$ cat src/rtl/frame_acc_relu.sv
// frame_acc_relu: accumulates signed partial sums over a frame, adds a
// per-frame bias on the first beat, then applies an arithmetic right shift
// and a saturating ReLU before presenting one output word per frame.
// Output words are grouped in runs of NUM_FRAMES; last_o tags the final
// word of each group.
module frame_acc_relu #(
    parameter int I_BW       = 32,
    parameter int ACC_BW     = 40,
    parameter int BIAS_BW    = 16,
    parameter int O_BW       = 8,
    parameter int SHIFT      = 4,
    parameter int NUM_FRAMES = 3
) (
    input  logic               clk_i,
    input  logic               rst_n_i,
    input  logic [I_BW-1:0]    data_i,
    input  logic               valid_i,
    input  logic               last_i,
    output logic               ready_o,
    input  logic [BIAS_BW-1:0] bias_i,
    output logic [O_BW-1:0]    data_o,
    output logic               valid_o,
    output logic               last_o,
    input  logic               ready_i
);

    // Group counter width; a one-frame group still needs a 1-bit counter.
    localparam int GRP_W = (NUM_FRAMES > 1) ? $clog2(NUM_FRAMES) : 1;
    localparam logic [GRP_W-1:0] GRP_LAST = GRP_W'(NUM_FRAMES - 1);

    // Largest positive output value, in accumulator width for the clamp
    // comparison and in output width for the saturated result.
    localparam logic signed [ACC_BW-1:0] O_MAX_ACC = ACC_BW'((2 ** (O_BW - 1)) - 1);
    localparam logic [O_BW-1:0]          O_MAX     = O_BW'((2 ** (O_BW - 1)) - 1);

    typedef enum logic {
        ST_ACCUM  = 1'b0,
        ST_OUTPUT = 1'b1
    } state_t;

    state_t state_q, state_d;

    logic signed [ACC_BW-1:0] acc_q, acc_d;
    logic                     first_q, first_d;
    logic [GRP_W-1:0]         grp_q, grp_d;
    logic [O_BW-1:0]          data_q, data_d;
    logic                     last_q, last_d;

    logic                     beat_acc;
    logic                     out_hs;
    logic signed [ACC_BW-1:0] data_ext;
    logic signed [ACC_BW-1:0] bias_ext;
    logic signed [ACC_BW-1:0] acc_sum;
    logic signed [ACC_BW-1:0] shifted;
    logic [O_BW-1:0]          act;

    // Handshake decode: ready only while accumulating, valid only while
    // presenting a result, so the two handshakes are mutually exclusive.
    assign ready_o  = (state_q == ST_ACCUM);
    assign valid_o  = (state_q == ST_OUTPUT);
    assign beat_acc = valid_i && ready_o;
    assign out_hs   = valid_o && ready_i;
    assign data_o   = data_q;
    assign last_o   = last_q;

    // Datapath arithmetic: sign-extended add, arithmetic shift, ReLU clamp.
    always_comb begin
        data_ext = ACC_BW'($signed(data_i));
        bias_ext = ACC_BW'($signed(bias_i));
        // The bias seeds the sum on the first beat instead of the old acc.
        acc_sum  = (first_q ? bias_ext : acc_q) + data_ext;
        shifted  = acc_sum >>> SHIFT;
        if (shifted < 0) begin
            act = '0;
        end else if (shifted > O_MAX_ACC) begin
            act = O_MAX;
        end else begin
            act = shifted[O_BW-1:0];
        end
    end

    // FSM next-state: ACCUM until a last beat is taken, OUTPUT until drained.
    always_comb begin
        // NOTE: every signal driven here gets a default first, so no path
        // leaves it unassigned and no latch is inferred.
        state_d = state_q;
        unique case (state_q)
            ST_ACCUM: begin
                if (beat_acc && last_i) begin
                    state_d = ST_OUTPUT;
                end
            end
            ST_OUTPUT: begin
                if (out_hs) begin
                    state_d = ST_ACCUM;
                end
            end
            default: state_d = ST_ACCUM;
        endcase
    end

    // Datapath next-state: accumulate beats, capture result, count groups.
    always_comb begin
        acc_d   = acc_q;
        first_d = first_q;
        grp_d   = grp_q;
        data_d  = data_q;
        last_d  = last_q;
        if (beat_acc) begin
            acc_d   = acc_sum;
            // A last beat re-arms the bias for the next frame.
            first_d = last_i;
            if (last_i) begin
                data_d = act;
                last_d = (grp_q == GRP_LAST);
            end
        end
        if (out_hs) begin
            // Keep last_o low whenever no word is being presented.
            last_d = 1'b0;
            grp_d  = (grp_q == GRP_LAST) ? '0 : grp_q + GRP_W'(1);
        end
    end

    // FSM state register with synchronous reset.
    always_ff @(posedge clk_i) begin
        // NOTE: sequential state uses non-blocking assignments so every
        // register samples the pre-edge values; reset is sampled on the edge.
        if (!rst_n_i) begin
            state_q <= ST_ACCUM;
        end else begin
            state_q <= state_d;
        end
    end

    // Datapath registers; reset drops any partial frame and pending word.
    always_ff @(posedge clk_i) begin
        if (!rst_n_i) begin
            acc_q   <= '0;
            first_q <= 1'b1;
            grp_q   <= '0;
            data_q  <= '0;
            last_q  <= 1'b0;
        end else begin
            acc_q   <= acc_d;
            first_q <= first_d;
            grp_q   <= grp_d;
            data_q  <= data_d;
            last_q  <= last_d;
        end
    end

endmodule

$ cat config.mk
export PLATFORM = sky130hd
export DESIGN_NAME = frame_acc_relu
export DESIGN_NICKNAME = d
export VERILOG_FILES = /design/src/rtl/frame_acc_relu.sv
export SDC_FILE = /design/constraint.sdc
export NUM_CORES = 1
export LEC_CHECK = 0
export CORE_UTILIZATION = 40
export DETAILED_ROUTE_END_ITERATION = 7
export GPL_ROUTABILITY_DRIVEN = 0
export SYNTH_ARGS = -nofsm -noshare
export SYNTH_HDL_FRONTEND = slang
export SYNTH_SLANG_ARGS = --single-unit
$ cat constraint.sdc
create_clock -name clk_i -period 4.3 [get_ports clk_i]
set_input_delay 1.29 -clock clk_i [delete_from_list [all_inputs] [get_ports clk_i]]
set_output_delay 1.29 -clock clk_i [all_outputs]
set_load 0.05 [all_outputs]
# Yosys cells after proc, flatten, opt, wreduce, memory -nomap -nowiden
# Cells that the tools add are included.
[totals]
inputBits = 53
out_inout_bits = 11
ff_bits = 53
word_cells = 25
[op_classes]
n_reduce_logical = 5
muxes = 7
n_addsub = 2
bitwise = 2
eq_ne = 1
magnitude_cmp = 2
[op_table]
columns = ["op", "n"]
rows = [
  ["40-bit by 32-bit adder with 40-bit output", 1],
  ["40-bit 2-to-1 mux", 1],
  ["36-bit by 8-bit > comparator with 1-bit output, second input constant", 1],
  ["36-bit by 1-bit < comparator with 1-bit output, second input constant", 1],
  ["8-bit 2-to-1 mux", 2],
  ["1-bit logical AND", 3],
  ["2-bit by 1-bit adder with 2-bit output, second input constant", 1],
  ["2-bit equality test, second input constant", 1],
  ["1-bit 2-to-1 mux", 2],
  ["2-bit 2-to-1 mux", 1],
  ["1-bit NOT", 2],
  ["1-bit case mux with 2 select lines", 1],
  ["2-bit AND reduction", 1],
  ["2-bit OR reduction", 1],
]

# Depth between registers and ports, before layout
# Gate-level depths: netlist (run 1).
[depth]
word_depth = 5
mapped_depth = 15
mapped_depth_nobuf = 13

# Worst setup path before layout (run 1)
# Ideal clock, no wire load.
[synth_timing]
kind = "input to register"
startpoint = "in bias_i[15]"
endpoint = "reg data_q[0], in the netlist data_o[0]"
t_required_ps = 4165
cell_stages = 13
setup_ps = 135
slack_ps = -115
arrival_ps = 4279
n_path_buf = 2
cell_sequence = "nand2_1 > clkbuf_1 > o21ai_0 > ha_1 > buf_2 > nand2_1 > or4_1 > o22ai_1 > xnor2_1 > or2b_2 > or3_4 > nor4_4 > a21oi_1"
[synth_via]
elab_chain_cells = 5
elab_cells_between_ends = 6
cone_classes = "1 x add/sub; 2 x order compare; 3 x mux"
[synth_rtl]
columns = ["item", "line", "text"]
rows = [
  ["from (decl)", "20", "input logic [BIAS_BW-1:0] bias_i,"],
  ["40-bit 2-to-1 mux *", "71", "acc_sum = (first_q ? bias_ext : acc_q) + data_ext;"],
  ["40-bit by 32-bit adder with 40-bit output *", "71", ""],
  ["36-bit by 8-bit > comparator with 1-bit output", "75", "end else if (shifted > O_MAX_ACC) begin"],
  ["8-bit 2-to-1 mux", "75", ""],
  ["8-bit 2-to-1 mux *", "73", "if (shifted < 0) begin"],
  ["to (signal assigned)", "148", "data_q <= data_d;"],
  ["to (decl)", "46", "logic [O_BW-1:0] data_q, data_d;"],
]
# Mark *: on every way between the ends. The rest lies on a longest branch, timed or not.
# A chain may end at the register's enable or synchronous reset.

# Final worst setup path (run 1)
[layout_timing]
startpoint = "in bias_i[6]"
endpoint = "reg acc_q[25]"
[layout_via]
elab_chain_cells = 2
[layout_rtl]
columns = ["item", "line", "text"]
rows = [
  ["40-bit 2-to-1 mux", "71", ""],
  ["40-bit by 32-bit adder with 40-bit output", "71", ""],
  ["to (signal assigned)", "139", "acc_q <= '0;"],
  ["to (signal assigned)", "145", "acc_q <= acc_d;"],
  ["to (decl)", "43", "logic signed [ACC_BW-1:0] acc_q, acc_d;"],
]
# No other way between the ends.

==> results of run 1 <==
==> report_power, final <==
group | internal, mW | switching [mW]
sequential | 0.548 | 0.0326
combinational | 0.750 | 0.755
clock | 0.224 | 0.223
==> metal layers <==
metal  vias up  wire length, um  track usage [%]
met3        30              744             3.24
met4         0              414             9.30
li1       2706                -                -
met5         -                0                0
met1      2637             7460             31.4
met2       147             8460             44.2
==> flip-flops by register name, summed over array words and instances, names as in the netlist <==
register	count
acc_q	40
data_o	8
grp_q	2
first_q	1
last_o	1
valid_o	1
==> worst max-delay path, cell delays in order <==
cell and delay [ns]:
clkdlybuf4s50_1 0.41, mux2_2 0.27, ha_2 0.32, a21oi_4 0.18, o21ai_1 0.14, or2_1 0.29
o21a_2 0.27, mux2i_2 0.17, buf_4 0.13, buf_4 0.12, buf_4 0.12, buf_4 0.12
buf_4 0.12, buf_4 0.12, buf_4 0.12, buf_4 0.12, nor3_2 0.10, o21a_1 0.12
==> layout by cell type, fill, tap and decap left out, types with 8 or more instances in the layout <==
master and n:
xor2_1 15, buf_4 159, and2_1 18, nand4_1 12, mux2_4 8, o21ai_0 51
ha_4 14, xnor2_1 13, a21o_1 9, dlymetal6s2s_1 8, inv_1 32, a21oi_4 10
nand3_1 8, a21oi_1 44, a21oi_2 13, ha_1 21, a21boi_0 20, dfxtp_1 53
clkdlybuf4s50_1 53, and3_2 9, nor2_1 28, nand2_1 94, nand2_2 8
==> synthesized netlist by cell type (all sizes together) (3+ instances only) <==
cell and number:
nor2 31, o211ai 8, ha 39, a21boi 22
o21ai 65, mux2i 4, nand4 13, a21oi 67
a21o 9, or3 4, xnor2 19, dfxtp 53
nand2b 3, nand2 104, mux2 15, or2 4
and2 19, inv 32, o21bai 4, nor3 9
xor2 19, a31oi 9, buf 18, nor4 5
clkbuf 24, nor3b 3, and3 11, nor2b 5
a211oi 6, nand3 10
==> worst max path at each step <==
stage / startpoint / to / slack [ns] / cells past startpoint
after floorplan: bias_i[15] / data_o[0]$_SDFFE_PN0P_ / 0.03 / 13
after global placement: bias_i[0] / data_o[0]$_SDFFE_PN0P_ / -0.55 / 14
after detailed placement: bias_i[0] / data_o[5]$_SDFFE_PN0P_ / -0.60 / 15
after CTS: bias_i[1] / acc_q[25]$_SDFFE_PN0P_ / -0.05 / 18
after global routing: bias_i[10] / acc_q[25]$_SDFFE_PN0P_ / -0.06 / 19
final: bias_i[6] / acc_q[25]$_SDFFE_PN0P_ / 0.04 / 18
==> timing repair <==
action,4_1_cts,5_1_grt
pin swaps,26,51
hold buffers,0,0
gates resized for setup,50,97
setup endpoints to repair,8,10
buffers inserted,16,21
cloned,1,0
==> area by class of cell <==
type | count | area, um^2 | share of cell area [%]
clock buffer | 5 | 125 | 1.61
timing repair buffer | 229 | 1940 | 25.0
inverter | 32 | 120 | 1.55
clock inverter | 3 | 28.8 | 0.371
multi-input combinational | 533 | 4280 | 55.1
sequential | 53 | 1060 | 13.7
tap | 168 | 210 | 2.71
==> metrics by stage <==
stage	area, um^2	cells	worst slack, ns	setup TNS [ns]
5_1_grt	7760	1023	-0.0558	-0.370
3_5_place_dp	6580	978	-0.598	-6.26
2_1_floorplan	4980	660	0.0320	0
4_1_cts	7110	1003	-0.0506	-0.0523
3_3_place_gp	6580	978	-0.545	-5.42
6_report	7760	1023	0.0371	0
==> cells by family (layout without fill, tap and decap cells) <==
group / Yosys count / in the layout / share of synthesized area [%]
compound gates: 209 / 209 / 27.6
xor+xnor: 38 / 38 / 6.84
fa+ha+maj: 40 / 40 / 10.2
buf+inv: 74 / 269 / 6.99
flops: 53 / 53 / 21.3
mux: 19 / 19 / 4.28
simple gates: 227 / 227 / 22.7
==> metrics.csv, run 1 <==
stage,metric,value,unit
hold_path,HP Start,acc_q[30]$_SDFFE_PN0P_,
synthesis,Synth Warn #,0,
floorplan,I/O pin total,64,
clock_tree,clock slew at reported path FFs,0.08,ns
clock_tree,CTS tree,done,
setup_path,WP data arrival,4.53,ns
global_route,vias in the first global route,5289,
setup_path,CP endpoint kind,register,
sta,Final Setup Violations,0,
floorplan,die area,12900,um^2
setup_path,FF-to-FF Start,first_q$_SDFFE_PN1P_,
synthesis,cell taking the most area after synthesis,dfxtp_1,
setup_path,CP Class,in -> reg,
sta,RSZ-0062 raised after global routing,yes,
status,outcome,completed,
synthesis,Synth cell types,74,
global_route,largest net degree at the start of global routing,55,
drt,final wirelength,17100,um
synthesis,"Seq/Total Area, Yosys",21.3,%
sta,fin crit period,4.26,ns
synthesis,Synth Flop Type,dfxtp_1,
floorplan,Starting Density,41.2,%
hold_path,Hold Crit Depth,2,
drt,1st-iter DRT viols,288,
power_and_ir_drop,pwr/cell area,326,nW/um^2
synthesis,top post-synthesis cells by area,"dfxtp_1 (21%), ha_1 (9.8%), nand2_1 (7.8%)",
clock_tree,H-tree depth,2,
job,Max-Cap Viols,0,
sta,fin crit share,99.1,%
drt,TritonRoute pass-1 iters,4,
finish,Area growth syn-to-layout,56.1,%
floorplan,Die X,114,um
clock_tree,Max Buffers Root-to-Sink,2,
synthesis,fraction of registers with async set/reset,0,%
synthesis,Syn Nets,753,
setup_path,FF-to-FF path depth,16,
placement,PortBufs,63,
power_and_ir_drop,Tot Pwr,2.53,mW
global_route,final global-route overflow total,0,
global_route,first-pass GRT wire length,25800,um
clock_tree,CTS root buffer,clkbuf_16,
power_and_ir_drop,VDD IR max,0.183,mV
clock_tree,CTS buffer count,5,
setup_path,R2R setup slack,0.53,ns
setup_path,CP Data Required Time,4.56,ns
finish,layout filler cell count,979,
drt,wire per inst,16.7,um
floorplan,# rows,40,
setup_path,"critical path fanouts, max",5,
hold_path,Hold WC Path Type,reg -> reg,
floorplan,die height,114,um
clock_tree,clk_lat worst skew,0.32,ns
drt,DRC,0,
sta,Slew @ Worst Pin,0.592,ns
drt,vias per cell,5.40,
placement,Post-DP HPWL,12000,um
finish,post-layout util,64.4,%
hold_path,Worst Hold Endpoint,acc_q[30]$_SDFFE_PN0P_,
floorplan,core area,12100,um^2
global_route,antenna violations before repair,0,
synthesis,mapped cell area,4970,um^2
sta,fmax,235,MHz
sta,final count of pins violating max slew,0,
setup_path,type of origin of the critical path,input port,
synthesis,"EDFF count, synth",0,
synthesis,Yosys top cell area share,21.3,%
synthesis,Yosys reg bits,53,
global_route,GRT Overall Usage,25.2,%
clock_tree,TritonCTS Sinks,53,
drt,vias,5520,
finish,share of cells above drive strength 1,37.9,%
setup_path,Crit Reg-Reg Endpoint,data_o[5]$_SDFFE_PN0P_,
synthesis,post-synthesis cell count,660,
finish,# diodes,0,
sta,Rel. slew slack,60.4,%
sta,final hold slack,0.468,ns
sta,Fin. Hold Viols,0,
synthesis,Avg Inst Size Synth,7.54,um^2
finish,nets,947,
drt,DRT antenna net count,0,
power_and_ir_drop,Pleak,3.30,nW
sta,Clock Skews,0.0112,ns
Power figures use the tool's default switching activity.
==> run 2, diff against run 1 <==
--- a/config.mk
+++ b/config.mk
@@ -5,6 +5,7 @@
 export SDC_FILE = /design/constraint.sdc
 export NUM_CORES = 1
 export LEC_CHECK = 0
+export CORE_MARGIN = 2
 export CORE_UTILIZATION = 40
 export DETAILED_ROUTE_END_ITERATION = 7
 export GPL_ROUTABILITY_DRIVEN = 0
==> run 2 against run 1 <==
Against the previous run:
- global-route usage barely moved
- wire length is 1.9% higher
- largest power group unchanged
- count of clock-buffer cells in the layout did not move
- combinational power about the same
- core utilization rose by 0.34 points
- highest routed layer unchanged
- cell count is 0.78% higher
- worst setup slack improved by 0.0072 ns
==> metrics.csv, run 2 (synthesis gave the netlist of run 1 again) <==
stage,metric,value,unit
global_route,first-pass GRT wire length,26800,um
hold_path,Hold WC Path Type,reg -> reg,
setup_path,CP Class,in -> reg,
drt,1st-iter DRT viols,251,
setup_path,type of origin of the critical path,input port,
setup_path,FF-to-FF path depth,14,
setup_path,WP data arrival,4.52,ns
sta,Rel. slew slack,59.4,%
power_and_ir_drop,VDD IR max,0.197,mV
finish,register bank with the most flops,acc_q,
setup_path,CP endpoint kind,register,
power_and_ir_drop,P_int,1.54,mW
drt,DRC,0,
status,outcome,completed,
drt,TritonRoute pass-1 iters,5,
power_and_ir_drop,clock share of power,17.8,%
finish,share of cells above drive strength 1,38.2,%
floorplan,die area,13300,um^2
clock_tree,clk_lat worst skew,0.32,ns
drt,final wirelength,17400,um
drt,vias per cell,5.37,
placement,pre-CTS setup slack,-0.605,ns
floorplan,core area,12100,um^2
sta,Final Setup Violations,0,
clock_tree,clock slew at reported path FFs,0.08,ns
power_and_ir_drop,switching power share of the total,40.0,%
floorplan,die height,116,um
clock_tree,H-tree depth,2,
global_route,largest net degree at the start of global routing,55,
finish,Area growth syn-to-layout,57.0,%
sta,final count of pins violating max slew,0,
clock_tree,CTS tree,done,
power_and_ir_drop,Tot Pwr,2.56,mW
placement,Post-DP HPWL,12200,um
finish,layout filler cell count,1009,
power_and_ir_drop,Pleak,3.30,nW
global_route,antenna violations before repair,0,
global_route,vias in the first global route,5573,
global_route,GRT Overall Usage,25.2,%
job,Max-Cap Viols,0,
power_and_ir_drop,P_sw,1.02,mW
clock_tree,TritonCTS Sinks,53,
global_route,final global-route overflow total,0,
setup_path,R2R setup slack,0.57,ns
drt,DRT antenna net count,0,
sta,worst setup margin,0.0443,ns
finish,Largest register FFs,40,
floorplan,# rows,40,
finish,multi-input logic area,4260,um^2
sta,Slew @ Worst Pin,0.607,ns
finish,most frequent cells in the layout,"buf_4 (164), nand2_1 (95), clkdlybuf4s50_1 (56)",
finish,fin area,7810,um^2
drt,wire per inst,16.9,um
placement,Area after DPL,6650,um^2
setup_path,CP startpoint,bias_i[8],
clock_tree,CTS buffer count,5,
clock_tree,CTS root buffer,clkbuf_16,
power_and_ir_drop,pwr/cell area,328,nW/um^2
power_and_ir_drop,combinational power share,59.4,%
finish,nets,955,
setup_path,Critical Path End,acc_q[25]$_SDFFE_PN0P_,
finish,# diodes,0,
sta,Fin. Hold Viols,0,
finish,FF/Latch Area,1060,um^2
sta,fin crit period,4.26,ns
setup_path,"critical path fanouts, max",5,
sta,Clock Skews,0.0107,ns
setup_path,CP Data Required Time,4.57,ns
floorplan,I/O pin total,64,
setup_path,Crit Reg-Reg Endpoint,data_o[6]$_SDFFE_PN0P_,
sta,fmax,235,MHz
clock_tree,Max Buffers Root-to-Sink,2,
drt,vias,5535,
floorplan,Die X,116,um
placement,PortBufs,63,
setup_path,FF-to-FF Start,first_q$_SDFFE_PN1P_,
power_and_ir_drop,Seq pwr share,22.7,%
sta,fin crit share,99.0,%
floorplan,Starting Density,41.2,%
finish,"commonest non-fill, non-tap cell in the layout",buf_4,
## run 2: cell type report
type	instances	share of cell area [%]
flip-flops and latches	53	13.6
inverters	32	1.54
clock inverters	3	0.321
well taps	168	2.69
clock buffers	5	1.60
repair buffers	237	25.7
multi-input cells	533	54.6
## run 2: worst min-delay path by stage
stage	startpoint	endpoint	cells past startpoint
6_report	acc_q[13]$_SDFFE_PN0P_	acc_q[13]$_SDFFE_PN0P_	2
3_3_place_gp	acc_q[35]$_SDFFE_PN0P_	acc_q[35]$_SDFFE_PN0P_	2
3_5_place_dp	acc_q[13]$_SDFFE_PN0P_	acc_q[13]$_SDFFE_PN0P_	2
2_1_floorplan	acc_q[10]$_SDFFE_PN0P_	acc_q[10]$_SDFFE_PN0P_	2
5_1_grt	acc_q[24]$_SDFFE_PN0P_	acc_q[24]$_SDFFE_PN0P_	2
4_1_cts	acc_q[13]$_SDFFE_PN0P_	acc_q[13]$_SDFFE_PN0P_	2
## run 2: power groups by stage
stage / Sequential (mW) / Combinational [mW] / Clock, mW
detailed placement: 0.592 / 1.21 / 0
global route: 0.589 / 1.63 / 0.480
global placement: 0.589 / 1.19 / 0
CTS: 0.581 / 1.34 / 0.465
finish: 0.582 / 1.52 / 0.456
floorplan: 0.606 / 0.690 / 0
## run 2: routing by layer
layer / wire (um) / vias up / part of all wire [%] / global-route usage, %
met2: 8520 / 144 / 49 / 43.6
li1: - / 2727 / - / -
met1: 7800 / 2640 / 45 / 31.8
met4: 303 / 0 / 1.7 / 7.23
met5: 0 / - / 0 / 0
met3: 775 / 24 / 4.5 / 4.92
## run 2: worst max-delay path: stages
cell	delay, ns
clkdlybuf4s50_1	0.39
mux2_2	0.29
ha_4	0.24
a21oi_1	0.29
o21ai_2	0.13
or2_4	0.29
o21a_4	0.23
mux2i_4	0.20
buf_6	0.12
buf_4	0.12
buf_4	0.12
buf_4	0.11
buf_4	0.12
buf_4	0.12
buf_4	0.12
buf_4	0.12
nor3_2	0.09
o21a_1	0.12
## run 2: per-stage QoR
| step | hold slack, ns | instances | util (%) | setup TNS, ns |
|---|---|---|---|---|
| floorplan | 0.441 | 660 | - | 0 |
| global placement | 0.452 | 986 | 55.1 | -4.84 |
| detailed placement | 0.457 | 986 | 55.1 | -5.75 |
| CTS | 0.468 | 1016 | 60.5 | 0 |
| finish | 0.468 | 1031 | 64.7 | 0 |
| global route | 0.492 | 1031 | 64.7 | -0.587 |
## run 2: timing repair
| action | 4_1_cts | 5_1_grt |
|---|---|---|
| setup buffers | 22 | 15 |
| hold buffers | 0 | 0 |
| endpoints found under the setup margin | 8 | 10 |
| endpoints found under the hold margin | 0 | 0 |
| pin swaps | 47 | 51 |
| gates resized for setup | 68 | 76 |
